==> config.mk <==
export PLATFORM = sky130hd
export DESIGN_NAME = signed_step_counter_flat
export DESIGN_NICKNAME = d
export VERILOG_FILES = /design/src/rtl/signed_step_counter_if.sv /design/src/rtl/signed_step_counter.sv /design/src/flat_wrapper.sv
export SDC_FILE = /design/constraint.sdc
export NUM_CORES = 1
export LEC_CHECK = 0
export BUFFER_PORTS_ARGS = -buffer_cell sky130_fd_sc_hd__buf_2
export CORE_UTILIZATION = 53
export DETAILED_ROUTE_END_ITERATION = 12
export GPL_TIMING_DRIVEN = 0
export PLACE_DENSITY = 0.79
export SLEW_MARGIN = 0
export SYNTH_ARGS = -nofsm -noshare
export SYNTH_HDL_FRONTEND = slang
export SYNTH_SLANG_ARGS = --single-unit
==> constraint.sdc <==
create_clock -name clk -period 4.8 [get_ports clk]
set_input_delay 0.96 -clock clk [delete_from_list [all_inputs] [get_ports clk]]
set_output_delay 0.96 -clock clk [all_outputs]
set_load 0.005 [all_outputs]
==> src/rtl/signed_step_counter_if.sv <==
// rtl/signed_step_counter_if.sv - control/data bundle for signed_step_counter
// The master drives load/count controls and operands; the slave returns the registered count and flags.
interface signed_step_counter_if #(
   parameter int WIDTH = 8
);
   logic [WIDTH-1:0] a;
   logic [WIDTH-1:0] b;
   logic             load;
   logic             up;
   logic             dn;
   logic [WIDTH-1:0] q;
   logic             ovf;
   logic             ovf_sticky;

   modport master (
      output a, b, load, up, dn,
      input  q, ovf, ovf_sticky
   );

   modport slave (
      input  a, b, load, up, dn,
      output q, ovf, ovf_sticky
   );
endinterface

==> src/rtl/signed_step_counter.sv <==
// rtl/signed_step_counter.sv - signed up/down counter with programmable step, load and overflow flags
// Build option SIGNED_STEP_COUNTER_SAT_EN: saturate on overflow instead of wrapping modulo 2^WIDTH.
module signed_step_counter #(
   parameter int WIDTH = 8
) (
   input logic                  clk,
   input logic                  rst,
   signed_step_counter_if.slave bus
);
   localparam logic [WIDTH-1:0] MAX_VAL = {1'b0, {(WIDTH-1){1'b1}}};
   localparam logic [WIDTH-1:0] MIN_VAL = {1'b1, {(WIDTH-1){1'b0}}};

   logic [WIDTH-1:0] q_reg;
   logic             ovf_reg;
   logic             sticky_reg;

   logic             count_en;
   logic [WIDTH:0]   q_ext;
   logic [WIDTH:0]   b_ext;
   logic [WIDTH:0]   r;
   logic             overflow;
   logic [WIDTH-1:0] step_val;

   logic [WIDTH-1:0] q_next;
   logic             ovf_next;
   logic             sticky_next;

   // One extra bit holds the exact sum/difference; overflow shows as disagreement of the top two bits.
   always_comb begin
      count_en = bus.up ^ bus.dn;
      q_ext    = {q_reg[WIDTH-1], q_reg};
      b_ext    = {bus.b[WIDTH-1], bus.b};
      r        = bus.up ? (q_ext + b_ext) : (q_ext - b_ext);
      overflow = r[WIDTH] ^ r[WIDTH-1];
`ifdef SIGNED_STEP_COUNTER_SAT_EN
      if (overflow) begin
         step_val = r[WIDTH] ? MIN_VAL : MAX_VAL;
      end else begin
         step_val = r[WIDTH-1:0];
      end
`else
      step_val = r[WIDTH-1:0];
`endif
   end

   always_comb begin
      q_next      = q_reg;
      ovf_next    = 1'b0;
      sticky_next = sticky_reg;
      if (bus.load) begin
         q_next      = bus.a;
         sticky_next = 1'b0;
      end else if (count_en) begin
         q_next      = step_val;
         ovf_next    = overflow;
         sticky_next = sticky_reg | overflow;
      end
   end

   always_ff @(posedge clk) begin
      if (rst) begin
         q_reg      <= '0;
         ovf_reg    <= 1'b0;
         sticky_reg <= 1'b0;
      end else begin
         q_reg      <= q_next;
         ovf_reg    <= ovf_next;
         sticky_reg <= sticky_next;
      end
   end

   assign bus.q          = q_reg;
   assign bus.ovf        = ovf_reg;
   assign bus.ovf_sticky = sticky_reg;
endmodule

==> src/flat_wrapper.sv <==
// flat-port wrapper written by rule: the top's interface ports become plain ports
module signed_step_counter_flat 
#(
   parameter int WIDTH = 8
)
  (clk, rst, bus_a, bus_b, bus_load, bus_up, bus_dn, bus_q, bus_ovf, bus_ovf_sticky);
  signed_step_counter_if #(.WIDTH(WIDTH)) bus_i ();
  input logic clk;
  input logic rst;
  input wire logic [$bits(bus_i.a)-1:0] bus_a;
  input wire logic [$bits(bus_i.b)-1:0] bus_b;
  input wire logic [$bits(bus_i.load)-1:0] bus_load;
  input wire logic [$bits(bus_i.up)-1:0] bus_up;
  input wire logic [$bits(bus_i.dn)-1:0] bus_dn;
  output wire logic [$bits(bus_i.q)-1:0] bus_q;
  output wire logic [$bits(bus_i.ovf)-1:0] bus_ovf;
  output wire logic [$bits(bus_i.ovf_sticky)-1:0] bus_ovf_sticky;
  assign bus_i.a = bus_a;
  assign bus_i.b = bus_b;
  assign bus_i.load = bus_load;
  assign bus_i.up = bus_up;
  assign bus_i.dn = bus_dn;
  assign bus_q = bus_i.q;
  assign bus_ovf = bus_i.ovf;
  assign bus_ovf_sticky = bus_i.ovf_sticky;
  signed_step_counter #(.WIDTH(WIDTH)) u_core (.clk(clk), .rst(rst), .bus(bus_i));
endmodule
==> flow_results.xml <==
<?xml version="1.0" encoding="UTF-8"?>
<metrics>
  <group name="layout">
    <metric name="filler_cell_count" unit="">141</metric>
    <metric name="layout-drive-gt1-share" unit="">0.2715</metric>
    <metric name="synth_to_layout_area_growth" unit="%">19.87</metric>
    <metric name="mostFrequentLayoutCells" unit="">30 x buf_2, 16 x nor2_1, 14 x a21oi_1</metric>
    <metric name="layout.cells.most_common" unit="">buf_2</metric>
    <metric name="largest_reg_flops" unit="">8</metric>
    <metric name="fin_util" unit="">0.7183</metric>
    <metric name="antenna_cells" unit="">0</metric>
    <metric name="finalNetCount" unit="">184</metric>
  </group>
  <group name="worst_setup_path">
    <metric name="critical_path_peak_fanout" unit="">4</metric>
    <metric name="worstPathBufferInverterCount" unit="">2</metric>
    <metric name="slowest_delay" unit="ps">430</metric>
    <metric name="required_worst_endpoint" unit="ps">5000</metric>
    <metric name="worst_path_max_delay_cell" unit="">fa_1</metric>
    <metric name="timing.critical_path.max_delay_family" unit="">compound AO/OA/AOI/OAI gates</metric>
    <metric name="crit_path_start_kind" unit="">primary input</metric>
    <metric name="timing.setup.critical_path_class" unit="">in -&gt; reg</metric>
    <metric name="worstPathCellList" unit="">buf_2, inv_1, ha_1, mux2_2, fa_1, a21o_1, a221oi_2, o21ai_0, xnor2_1, xnor3_1, o21ai_1</metric>
    <metric name="worst_ep_arrival_time" unit="ps">3390</metric>
    <metric name="critPathCaptureType" unit="">flop</metric>
  </group>
  <group name="floorplanning">
    <metric name="initial_utilization" unit="">0.5992</metric>
    <metric name="placeableCoreArea" unit="mm2">0.001577</metric>
    <metric name="die_area" unit="mm2">0.001955</metric>
    <metric name="fp.dieW" unit="um">44.22</metric>
    <metric name="floorplan.io_pins" unit="">31</metric>
    <metric name="num_rows" unit="">14</metric>
    <metric name="die_y" unit="um">44.22</metric>
  </group>
  <group name="worst_hold_path">
    <metric name="min-delay-path-class" unit="">reg -&gt; reg</metric>
  </group>
  <group name="sta">
    <metric name="maxSlewHeadroom" unit="">0.6925</metric>
    <metric name="worst-slew-pin-transition" unit="ps">457.9</metric>
    <metric name="maximum_clock_rate" unit="MHz">313.4</metric>
    <metric name="layout_worst_path_cycle_share" unit="">0.6647</metric>
    <metric name="fin_crit" unit="ps">3191</metric>
    <metric name="rsz0062_at_grt" unit="">false</metric>
    <metric name="timing_max_transition_violations_final" unit="">0</metric>
    <metric name="hold_viol_final" unit="">0</metric>
    <metric name="final-setup-viol-count" unit="">0</metric>
    <metric name="fin_tns_setup" unit="ps">0</metric>
    <metric name="skew" unit="ps">1.362</metric>
  </group>
  <group name="logic_synthesis">
    <metric name="number_of_instances_in_the_synthesized_netlist" unit="">119</metric>
    <metric name="synth.yosys.warnings" unit="">0</metric>
    <metric name="post_synthesis_sequential_element_count" unit="">10</metric>
    <metric name="ffs_w_async_s_r_synth" unit="">0</metric>
    <metric name="synth_enable_flop_cells" unit="">0</metric>
    <metric name="mappedNetlistArea" unit="um2">944.7</metric>
    <metric name="ys_seq_area_frac" unit="">0.2119</metric>
    <metric name="syn-mean-instance-area" unit="um2">7.938</metric>
    <metric name="synth_fp_nets" unit="">150</metric>
    <metric name="dominant_synthesized_flop_cell" unit="">dfxtp_1</metric>
    <metric name="post_synth_num_cell_types" unit="">34</metric>
  </group>
  <group name="power_and_ir_drop">
    <metric name="power.combinational.fraction" unit="">0.498</metric>
    <metric name="pwr-share-seq" unit="">0.322</metric>
    <metric name="cell_internal_pwr" unit="mW">0.1979</metric>
    <metric name="p_leak" unit="nW">0.5734</metric>
    <metric name="power_frac_clock" unit="">0.180</metric>
    <metric name="total_switching_power" unit="mW">0.1125</metric>
    <metric name="power-per-cell-area" unit="mW/mm2">274.1</metric>
    <metric name="power.ir.vdd_worst" unit="uV">193.9</metric>
    <metric name="p_sw_frac" unit="">0.3624</metric>
  </group>
  <group name="place">
    <metric name="gp_congestion" unit="">0.7762</metric>
    <metric name="detailedPlacementHpwl" unit="um">1603</metric>
    <metric name="portBuffers" unit="">29</metric>
  </group>
  <group name="global_routing">
    <metric name="grt_remaining_overflow" unit="">0</metric>
    <metric name="grt_pass1_vias" unit="">818</metric>
    <metric name="grt_pass1_wl" unit="um">3291</metric>
    <metric name="grt_antenna_before_repair" unit="">0</metric>
    <metric name="gr_usage_total" unit="">0.2240</metric>
    <metric name="largest_net_degree_at_the_start_of_global_routing" unit="">11</metric>
  </group>
  <group name="clocking">
    <metric name="clock-sinks" unit="">10</metric>
    <metric name="cts_tree" unit="">yes</metric>
    <metric name="ctsResizeCount" unit="">0</metric>
    <metric name="cts.clk_slew.worst_paths" unit="ps">60</metric>
    <metric name="worst_skew_pair.late_latency" unit="ps">260</metric>
    <metric name="cts_root_buf" unit="">clkbuf_4</metric>
    <metric name="postCtsHoldBufs" unit="">0</metric>
    <metric name="clockBufferDepth" unit="">2</metric>
    <metric name="post_cts_buffers" unit="">0</metric>
    <metric name="clock_tree.htree_level_count" unit="">1</metric>
    <metric name="numCtsBuffers" unit="">3</metric>
  </group>
  <group name="routing">
    <metric name="drt-initial-drc-count" unit="">24</metric>
    <metric name="detail-route-antenna-nets" unit="">0</metric>
    <metric name="wire_length_after_detailed_routing" unit="um">2007</metric>
    <metric name="wl_per_cell" unit="um">12.02</metric>
    <metric name="routed-via-count" unit="">915</metric>
    <metric name="first_pass_iters" unit="">6</metric>
    <metric name="avgViaCountPerCell" unit="">5.479</metric>
    <metric name="detail_route.drc_violations" unit="">0</metric>
  </group>
  <group name="flow_run">
    <metric name="timing.max_cap.violations" unit="">0</metric>
  </group>
  <group name="run_status">
    <metric name="outcome" unit="">completed</metric>
  </group>
</metrics>
## per-stage QoR
stage	cell area (um2)	std cells	worst slack, ps	power, mW	hold WS (ps)
5_1_grt	1132	167	1425	0.3323	480.3
4_1_cts	1132	167	1607	0.3115	444.0
6_report	1132	167	1609	0.3104	443.1
3_5_place_dp	1110	164	1347	0.2548	435.2
2_1_floorplan	944.7	119	1661	0.2159	442.5
3_3_place_gp	1110	164	1368	0.2523	432.2
## logic make-up after synthesis
| family | share of synthesized area |
|---|---|
| and+or+nand+nor | 0.2040 |
| AOI/OAI and AO/OA | 0.2119 |
| xor gates and xnor gates | 0.1722 |
| adders and majority gates | 0.1404 |
| DFF | 0.2119 |
| buffers and inverters | 0.03708 |
| muxes | 0.02252 |
## area by class of cell
class	count	area, um2	share of cell area
Inverter	5	18.77	0.01657
Multi-Input combinational cell	100	709.4	0.6265
Buffer	4	16.27	0.01436
Sequential cell	10	200.2	0.1768
Tap cell	16	20.02	0.01768
Timing Repair Buffer	29	145.1	0.1282
Clock buffer	3	22.52	0.01989
## routing by layer
layer | track usage | up-vias | routed length [um] | part of all wire
met5 | 0 | - | 0 | 0
met4 | 0.09091 | 0 | 11 | 0.0055
met3 | 0.01224 | 2 | 91 | 0.045
met2 | 0.3706 | 28 | 917 | 0.46
met1 | 0.3040 | 403 | 987 | 0.49
li1 | - | 482 | - | -
## worst paths after layout
path              slack (ps)                     to  cells past startpoint                  start
setup / recovery        1610  u_core.bus.ovf_sticky                     11               bus_b[0]
hold / removal           440  u_core.bus.ovf_sticky                      2  u_core.bus.ovf_sticky
setup reg to reg        2490  u_core.bus.ovf_sticky                      8        u_core.bus.q[0]
hold reg to reg          440  u_core.bus.ovf_sticky                      2  u_core.bus.ovf_sticky
## Yosys cell counts (all sizes together), types with 2 or more instances
| cell type | n | area, um2 |
|---|---|---|
| a211oi | 2 | 15.01 |
| a21o | 3 | 23.77 |
| a21oi | 16 | 87.59 |
| a221oi | 3 | 32.53 |
| a31oi | 2 | 12.51 |
| clkbuf | 3 | 11.26 |
| dfxtp | 10 | 200.2 |
| ha | 9 | 112.6 |
| inv | 5 | 18.77 |
| nand2 | 10 | 40.04 |
| nand3 | 3 | 15.01 |
| nor2 | 16 | 60.06 |
| nor2b | 3 | 18.77 |
| nor3 | 4 | 20.02 |
| o21ai | 2 | 10.00 |
| xnor2 | 6 | 52.55 |
| xor2 | 10 | 87.58 |
## power groups by stage
stage          Clock [mW]  Sequential, mW  Combinational (mW)
6_report           0.0559          0.0999               0.155
5_1_grt            0.0591           0.101               0.172
4_1_cts            0.0570          0.0998               0.155
3_5_place_dp            0           0.102               0.153
3_3_place_gp            0           0.101               0.151
2_1_floorplan           0           0.101               0.114
## worst min-delay path: cells and delay by family (launching register included)
| kind | cells | cell delay (ps) |
|---|---|---|
| and+or+nand+nor | 1 | 50 |
| DFF | 1 | 310 |
| AOI/OAI and AO/OA | 1 | 50 |
Note: power is estimated with default switching activity, not from simulation.
